## src/rtl/power_rail_seq.sv

```systemverilog
`default_nettype none
// ============================================================================
// Module   : power_rail_seq
// Purpose  : Ordered power-rail sequencer. Rails come up in index order, and
//            each rail waits for its power-good before the next is enabled.
//            Rails go down in reverse order. A power-good timeout during ramp-up,
//            or a lost power-good, latches a fault. Timing uses the shared
//            8 Hz clock enable.
// Revision : 1.0 - initial release
// ============================================================================
module power_rail_seq #(
  parameter int         NUM_RAILS  = 4,     // legal range 2..8
  parameter logic [2:0] PG_TIMEOUT = 3'd2   // ce_8hz ticks before a wait expires
) (
  input  logic                 clk,
  input  logic                 rst,
  input  logic                 ce_8hz_i,
  input  logic                 pwr_enable_i,
  input  logic [NUM_RAILS-1:0] pg_i,
  input  logic                 fault_clr_i,
  output logic [NUM_RAILS-1:0] rail_en_o,
  output logic                 all_good_o,
  output logic                 fault_o,
  output logic [2:0]           fault_rail_o,
  output logic                 seq_busy_o
);

  typedef enum logic [2:0] {
    ST_OFF       = 3'd0,
    ST_RAMP_UP   = 3'd1,
    ST_ON        = 3'd2,
    ST_RAMP_DOWN = 3'd3,
    ST_FAULT     = 3'd4
  } state_t;

  localparam logic [2:0] LAST_IDX = 3'(NUM_RAILS - 1);

  state_t     state_q, state_d;
  logic [2:0] idx_q, idx_d;
  logic [2:0] timer_q, timer_d;
  logic [2:0] fault_rail_q, fault_rail_d;

  // Power-good of the rail currently addressed by idx, plus lowest-failing
  // indices both below idx (ramp-up check) and across all rails (ON check).
  logic       pg_cur;
  logic       low_fail_any;
  logic [2:0] low_fail_idx;
  logic       any_fail;
  logic [2:0] any_fail_idx;
  logic       expire;

  // Scan downwards so the last hit written is the lowest failing index.
  always_comb begin
    pg_cur       = 1'b0;
    low_fail_any = 1'b0;
    low_fail_idx = 3'd0;
    any_fail     = 1'b0;
    any_fail_idx = 3'd0;
    for (int j = NUM_RAILS - 1; j >= 0; j--) begin
      if (idx_q == 3'(j)) begin
        pg_cur = pg_i[j];
      end
      if (!pg_i[j]) begin
        any_fail     = 1'b1;
        any_fail_idx = 3'(j);
        if (3'(j) < idx_q) begin
          low_fail_any = 1'b1;
          low_fail_idx = 3'(j);
        end
      end
    end
  end

  // A wait expires on the tick that finds the timer already at its limit.
  assign expire = ce_8hz_i && (timer_q == PG_TIMEOUT);

  // Next-state, rail index, fault index and wait-timer selection.
  always_comb begin
    state_d      = state_q;
    idx_d        = idx_q;
    fault_rail_d = fault_rail_q;
    timer_d      = timer_q;

    case (state_q)
      ST_OFF: begin
        if (pwr_enable_i) begin
          state_d = ST_RAMP_UP;
          idx_d   = 3'd0;
        end
      end

      ST_RAMP_UP: begin
        if (low_fail_any) begin
          state_d      = ST_FAULT;
          fault_rail_d = low_fail_idx;
        end else if (!pwr_enable_i) begin
          // Abort: the current rail is dropped first, then unwind downwards.
          state_d = ST_RAMP_DOWN;
        end else if (pg_cur) begin
          if (idx_q == LAST_IDX) begin
            state_d = ST_ON;
          end else begin
            idx_d = idx_q + 3'd1;
          end
        end else if (expire) begin
          state_d      = ST_FAULT;
          fault_rail_d = idx_q;
        end
      end

      ST_ON: begin
        if (any_fail) begin
          state_d      = ST_FAULT;
          fault_rail_d = any_fail_idx;
        end else if (!pwr_enable_i) begin
          state_d = ST_RAMP_DOWN;
          idx_d   = LAST_IDX;
        end
      end

      ST_RAMP_DOWN: begin
        // A rail that never drops its power-good is abandoned after the
        // timeout rather than faulted, so shutdown always completes.
        if (!pg_cur || expire) begin
          if (idx_q == 3'd0) begin
            state_d = ST_OFF;
          end else begin
            idx_d = idx_q - 3'd1;
          end
        end
      end

      ST_FAULT: begin
        if (fault_clr_i && !pwr_enable_i) begin
          state_d      = ST_OFF;
          idx_d        = 3'd0;
          fault_rail_d = 3'd0;
        end
      end

      default: begin
        state_d      = ST_OFF;
        idx_d        = 3'd0;
        fault_rail_d = 3'd0;
      end
    endcase

    if ((state_d != state_q) || (idx_d != idx_q)) begin
      timer_d = 3'd0;
    end else if (((state_q == ST_RAMP_UP) || (state_q == ST_RAMP_DOWN)) && ce_8hz_i) begin
      timer_d = timer_q + 3'd1;
    end
  end

  // State registers with synchronous reset taking priority.
  always_ff @(posedge clk) begin
    if (rst) begin
      state_q      <= ST_OFF;
      idx_q        <= 3'd0;
      timer_q      <= 3'd0;
      fault_rail_q <= 3'd0;
    end else begin
      state_q      <= state_d;
      idx_q        <= idx_d;
      timer_q      <= timer_d;
      fault_rail_q <= fault_rail_d;
    end
  end

  // Rail enables: [idx:0] while ramping up, [idx-1:0] while ramping down.
  for (genvar g = 0; g < NUM_RAILS; g++) begin : g_rail_en
    assign rail_en_o[g] = (state_q == ST_ON)
                        | ((state_q == ST_RAMP_UP)   && (3'(g) <= idx_q))
                        | ((state_q == ST_RAMP_DOWN) && (3'(g) <  idx_q));
  end

  assign all_good_o   = (state_q == ST_ON);
  assign fault_o      = (state_q == ST_FAULT);
  assign fault_rail_o = fault_rail_q;
  assign seq_busy_o   = (state_q == ST_RAMP_UP) || (state_q == ST_RAMP_DOWN);

endmodule
`default_nettype wire
```

## config.mk

```make
export PLATFORM = sky130hd
export DESIGN_NAME = power_rail_seq
export DESIGN_NICKNAME = d
export VERILOG_FILES = /design/src/rtl/power_rail_seq.sv
export SDC_FILE = /design/constraint.sdc
export NUM_CORES = 1
export LEC_CHECK = 0
export CAP_MARGIN = 20
export CORE_MARGIN = 8
export CORE_UTILIZATION = 35
export CTS_CLUSTER_SIZE = 30
export DETAILED_ROUTE_END_ITERATION = 6
export HOLD_SLACK_MARGIN = 0.15
export SLEW_MARGIN = 30
export SYNTH_ARGS = -nofsm -noshare
export SYNTH_HDL_FRONTEND = slang
export SYNTH_SLANG_ARGS = --single-unit
```

## constraint.sdc

```tcl
create_clock -name clk -period 4.3 [get_ports clk]
set_input_delay 1.075 -clock clk [delete_from_list [all_inputs] [get_ports clk]]
set_output_delay 1.075 -clock clk [all_outputs]
set_load 0.02 [all_outputs]
```

Yosys cells after proc, flatten, opt, wreduce, memory -nomap -nowiden
Index checks and enable logic that the tools add are counted.

Bitwise operators: 9. $add $sub $neg: 3. Reduce and logical (&&, ||, !) cells: 21. Muxes and demuxes: 58. Order comparisons: 8. Equality and inequality tests: 15.

Operator list (count): $mux 3 (36); $pmux 3 s5 (2); $mux 1 (16); $eq 3x2->1 const B (5); $pmux 3 s4 (1); $logic_and 1x1->1 (11); $ne 3x3->1 const B (3); $or 1x1->1 (8); $add 3x1->3 const B (2); $eq 3x1->1 const B (2); $le 1x3->1 const A (2); $le 2x3->1 const A (2); $logic_not 3->1 (2); $lt 1x3->1 const A (2); $lt 2x3->1 const A (2); $mux 2 (3); $ne 3x3->1 (2); $reduce_and 6->1 (1); $ne 2x1->1 const B (2); $reduce_or 2->1 (2); $eq 3x3->1 const B (1); $logic_or 1x1->1 (3); $sub 3x1->3 const B (1); $logic_not 1->1 (2); $not 1->1 (1).

Input bits: 9. Word-level logic and storage cells: 118. Flip-flop bits (word level): 12. Output and inout bits: 10.

Depth between registers and ports, before layout
Word-level depth: 14. Depth in mapped cells: 11.

Worst setup path after synthesis
No wires, ideal clock.

Kind: input to register. Start point: in pg_i[3]. End point: reg timer_q[0]. Data arrival time: 2.875 ns. Stages: 8. Data required time: 4.208 ns. Slack: 1.333 ns. Cell sequence: nand4b_1 -> a211o_1 -> and2_4 -> nor4b_4 -> mux2_4 -> a211oi_2 -> xnor2_1 -> nor4_1.

Longest elaborated chain between the ends: 12.

Ends and longest elaborated chain: from (decl) (RTL line 19) `input logic [NUM_RAILS-1:0] pg_i,`; $mux 1 (RTL line 63) `if (!pg_i[j]) begin`; $mux 1 (RTL line 66) `if (3'(j) < idx_q) begin`; $mux 1 (RTL line 63); $mux 1 (RTL line 66); $mux 1 (RTL line 63); $mux 1 (RTL line 66); $mux 1 (RTL line 63); $mux 3 (RTL line 93) `if (low_fail_any) begin`; $pmux 3 s5 (RTL line 84) `case (state_q)`; $ne 3x3->1 (RTL line 148) `if ((state_d != state_q) || (idx_d != idx_q)) begin`; $logic_or 1x1->1 (*) (RTL line 148); $reduce_or 2->1 (no source line) (*); to (signal assigned) (RTL line 165) `timer_q <= timer_d;`; to (decl) (RTL line 40) `logic [2:0] timer_q, timer_d;`.

Mark *: on every way between the ends. The rest lies on a longest branch, timed or not. A chain may end at the register's enable or synchronous reset.

Worst setup path after layout
Start point: reg idx_q[0]. End point: out rail_en_o[0].

Longest elaborated chain between the ends: 4.

Ends and longest elaborated chain: from (decl) (RTL line 39) `logic [2:0] idx_q, idx_d;`; from (signal assigned) (RTL line 164) `idx_q <= idx_d;`; $le 1x3->1 (RTL line 173) `| ((state_q == ST_RAMP_UP) && (3'(g) <= idx_q))`; $logic_and 1x1->1 (RTL line 173); $or 1x1->1 (RTL line 173); $or 1x1->1 (*) (RTL line 174) `| ((state_q == ST_RAMP_DOWN) && (3'(g) < idx_q));`; to (decl) (RTL line 21) `output logic [NUM_RAILS-1:0] rail_en_o,`.

Marks and branches as above.

==> metrics.md <==
| Metric | Value |
|---|---|
| Worst EP required | 3.22 ns |
| Die area | 5470 um^2 |
| Syn Inst Count | 166 |
| Period utilisation layout | 84.8% |
| Antenna cell count | 0 |
| Peak supply drop | 0.135 mV |
| Worst EP arrival | 2.57 ns |
| Final GP Congestion | 0.994 |
| PortBufs | 18 |
| Skew-Pair Late Insertion Delay | 0.27 ns |
| Setup bufs post-CTS | 0 |
| EDFF count, synth | 0 |
| DRC viols | 0 |
| Commonest cells after routing, fill and taps aside | nor2_1, clkdlybuf4s50_1, nand2_1, a21oi_1, o21ai_0 |
| Root Driver | clkbuf_4 |
| H-tree Lvls | 1 |
| Slew Viols, Final | 0 |
| P&R area growth vs syn | 19.8% |
| Most common cell after layout, fill and taps aside | nor2_1 |
| Element type at the critical path end | output port |
| MaxCap Viol Count | 0 |
| Yosys warning count | 0 |
| Leakage | 0.501 nW |
| HPWL after DPL | 2.67 mm |
| Cell Chain, Critical Path | inv_1 -> ha_1 -> inv_1 -> nor2_1 -> o41ai_1 -> a21oi_1 -> clkdlybuf4s50_1 |
| Clock skew | 0.00401 ns |
| CTS tree | yes |
| Setup TNS | 0 ns |
| DR vias/cell | 5.53 |
| 1st-iter DRT viols | 122 |
| Max Fclk | 274 MHz |
| Delay-heaviest family, CP | buffers and inverters |
| ANT nets after route | 0 |
| CP max FO | 13 |
| Worst-margin pin slew | 0.644 ns |
| Min Hold Slack | 0.505 ns |
| Mapped Area | 1180 um^2 |
| Seq/Total Area, Yosys | 20.4% |
| Total GRT Usage | 13.7% |
| Synthesized Nets | 182 |
| Nets | 198 |
| Slowest-stage cell, CP | dfxtp_1 |
| Slowest stage delay, CP | 0.62 ns |
| TritonRoute pass-1 iters | 4 |
| First-pass GRT wire length | 5.86 mm |
| Hold-fix buffers, CTS | 0 |
| WL/cell | 15.2 um |
| I/O pin count | 19 |
| Final Hold Fails | 0 |
| Clk buf depth | 2 |
| Synth async-reset ratio | 0% |
| Count of different cell masters after synthesis | 45 |
| Core area | 3280 um^2 |
| Final setup vio count | 0 |
| WHS Path Cells | 2 |
| Worst hold path type | flop to flop |
| Synth Area per Inst | 7.09 um^2 |
| Grt ovf | 0 |
| Largest net degree at the start of global routing | 19 |
| Chip Width | 74.0 um |
| Reg2reg path depth | 10 |
| Startpoint types | flop |
| Reg clk slew, reported paths | 0.08 ns |
| DR vias | 1256 |
| CP dominant cell by count | inv_1 |
| Crit path buf inv count | 3 |
| CTS Buf Count | 3 |
| Initial antenna violation count | 0 |
| Vias in the first global route | 1175 |
| Die H | 74.0 um |
| P per Cell Area | 228 nW/um^2 |
| Synth Flop Type | dfxtp_1 |
| Outcome | finished, final reports clean |
| Final wirelength | 3.45 mm |
| Sinks on Clock Net | 12 |
| Share of cells above drive strength 1 | 6.63% |
| Post-CTS Resized | 0 |
| RSZ-0062 raised after global routing | no |
| Yosys reg bits | 12 |
| Min cycle time layout | 3.65 ns |
| Slew Limit Headroom | 57.0% |
| Row count | 21 |
| Critical path class | flop to output port |
| Levels on crit path | 7 |
| Initial Utilization | 35.8% |
[cell type report]
| class | count | area, um^2 |
|---|---|---|
| fillers | 356 | 1880 |
| multi-input cells | 137 | 853 |
| flip-flops and latches | 12 | 240 |
| repair buffers | 19 | 188 |
| well taps | 46 | 57.6 |
| clock buffers | 4 | 36.3 |
| inverters | 9 | 33.8 |
[path summary, 6_finish.rpt]
kind	from	slack [ns]	end
setup / recovery	idx_q[0]	0.65	rail_en_o[0]
hold / removal	fault_rail_o[2]	0.51	fault_rail_o[2]
hold reg to reg	fault_rail_o[2]	0.51	fault_rail_o[2]
setup reg to reg	idx_q[0]	1.00	timer_q[1]
[logic make-up (layout without fill, tap and decap cells)]
group	Yosys count	in the layout	share of synthesized area [%]
AOI/OAI and AO/OA	54	54	29.3
xor gates and xnor gates	3	3	2.23
adders and majority gates	7	7	7.45
buffers and inverters	17	32	7.02
DFF	12	12	20.4
muxes	3	3	2.98
and+or+nand+nor	70	70	30.6
[report_power, final]
part	internal, mW	switching [mW]	total [mW]
clock network	0.0515	0.0381	0.0895
logic	0.0461	0.0599	0.106
registers	0.115	0.0105	0.126
[synth_stat cells (all sizes together), types with 3 or more instances]
| master | instances | area [um^2] |
|---|---|---|
| nor2 | 22 | 82.6 |
| nand2 | 18 | 70.1 |
| a21oi | 17 | 85.1 |
| o21ai | 16 | 80.1 |
| dfxtp | 12 | 240 |
| inv | 9 | 33.8 |
| ha | 7 | 87.6 |
| nor3 | 7 | 35.0 |
| buf | 5 | 37.5 |
| nor2b | 4 | 27.5 |
| a211o | 3 | 26.3 |
| a211oi | 3 | 27.5 |
| a31oi | 3 | 18.8 |
| and2 | 3 | 21.3 |
| clkbuf | 3 | 11.3 |
| nand3 | 3 | 15.0 |
| nand4 | 3 | 18.8 |
| nor4 | 3 | 18.8 |
[layer usage]
metal  wire length, um  GRT usage [%]
met2              1520           20.0
met1              1670           18.9
met4                21           2.44
met3               235           4.58
met5                 0              0
[worst min-delay path: stages (launching register included)]
cell     delay (ns)
dfxtp_1        0.33
mux2i_1        0.07
nor2_1         0.07
[state kept, by name, summed over array words and instances (netlist names)]
signal	cells
fault_rail_o	3
state_q	3
idx_q	3
timer_q	3
[stage by stage]
stage | instance area (um^2) | utilization, % | instances | worst slack (ns) | power [mW]
2_1_floorplan | 1180 | - | 166 | 1.33 | 0.196
3_3_place_gp | 1370 | 41.8 | 223 | 0.652 | 0.233
3_5_place_dp | 1370 | 41.8 | 223 | 0.539 | 0.233
4_1_cts | 1410 | 42.9 | 227 | 0.672 | 0.323
5_1_grt | 1410 | 42.9 | 227 | 0.469 | 0.342
6_report | 1410 | 42.9 | 227 | 0.653 | 0.321
Note: power is estimated with default switching activity, not from simulation.
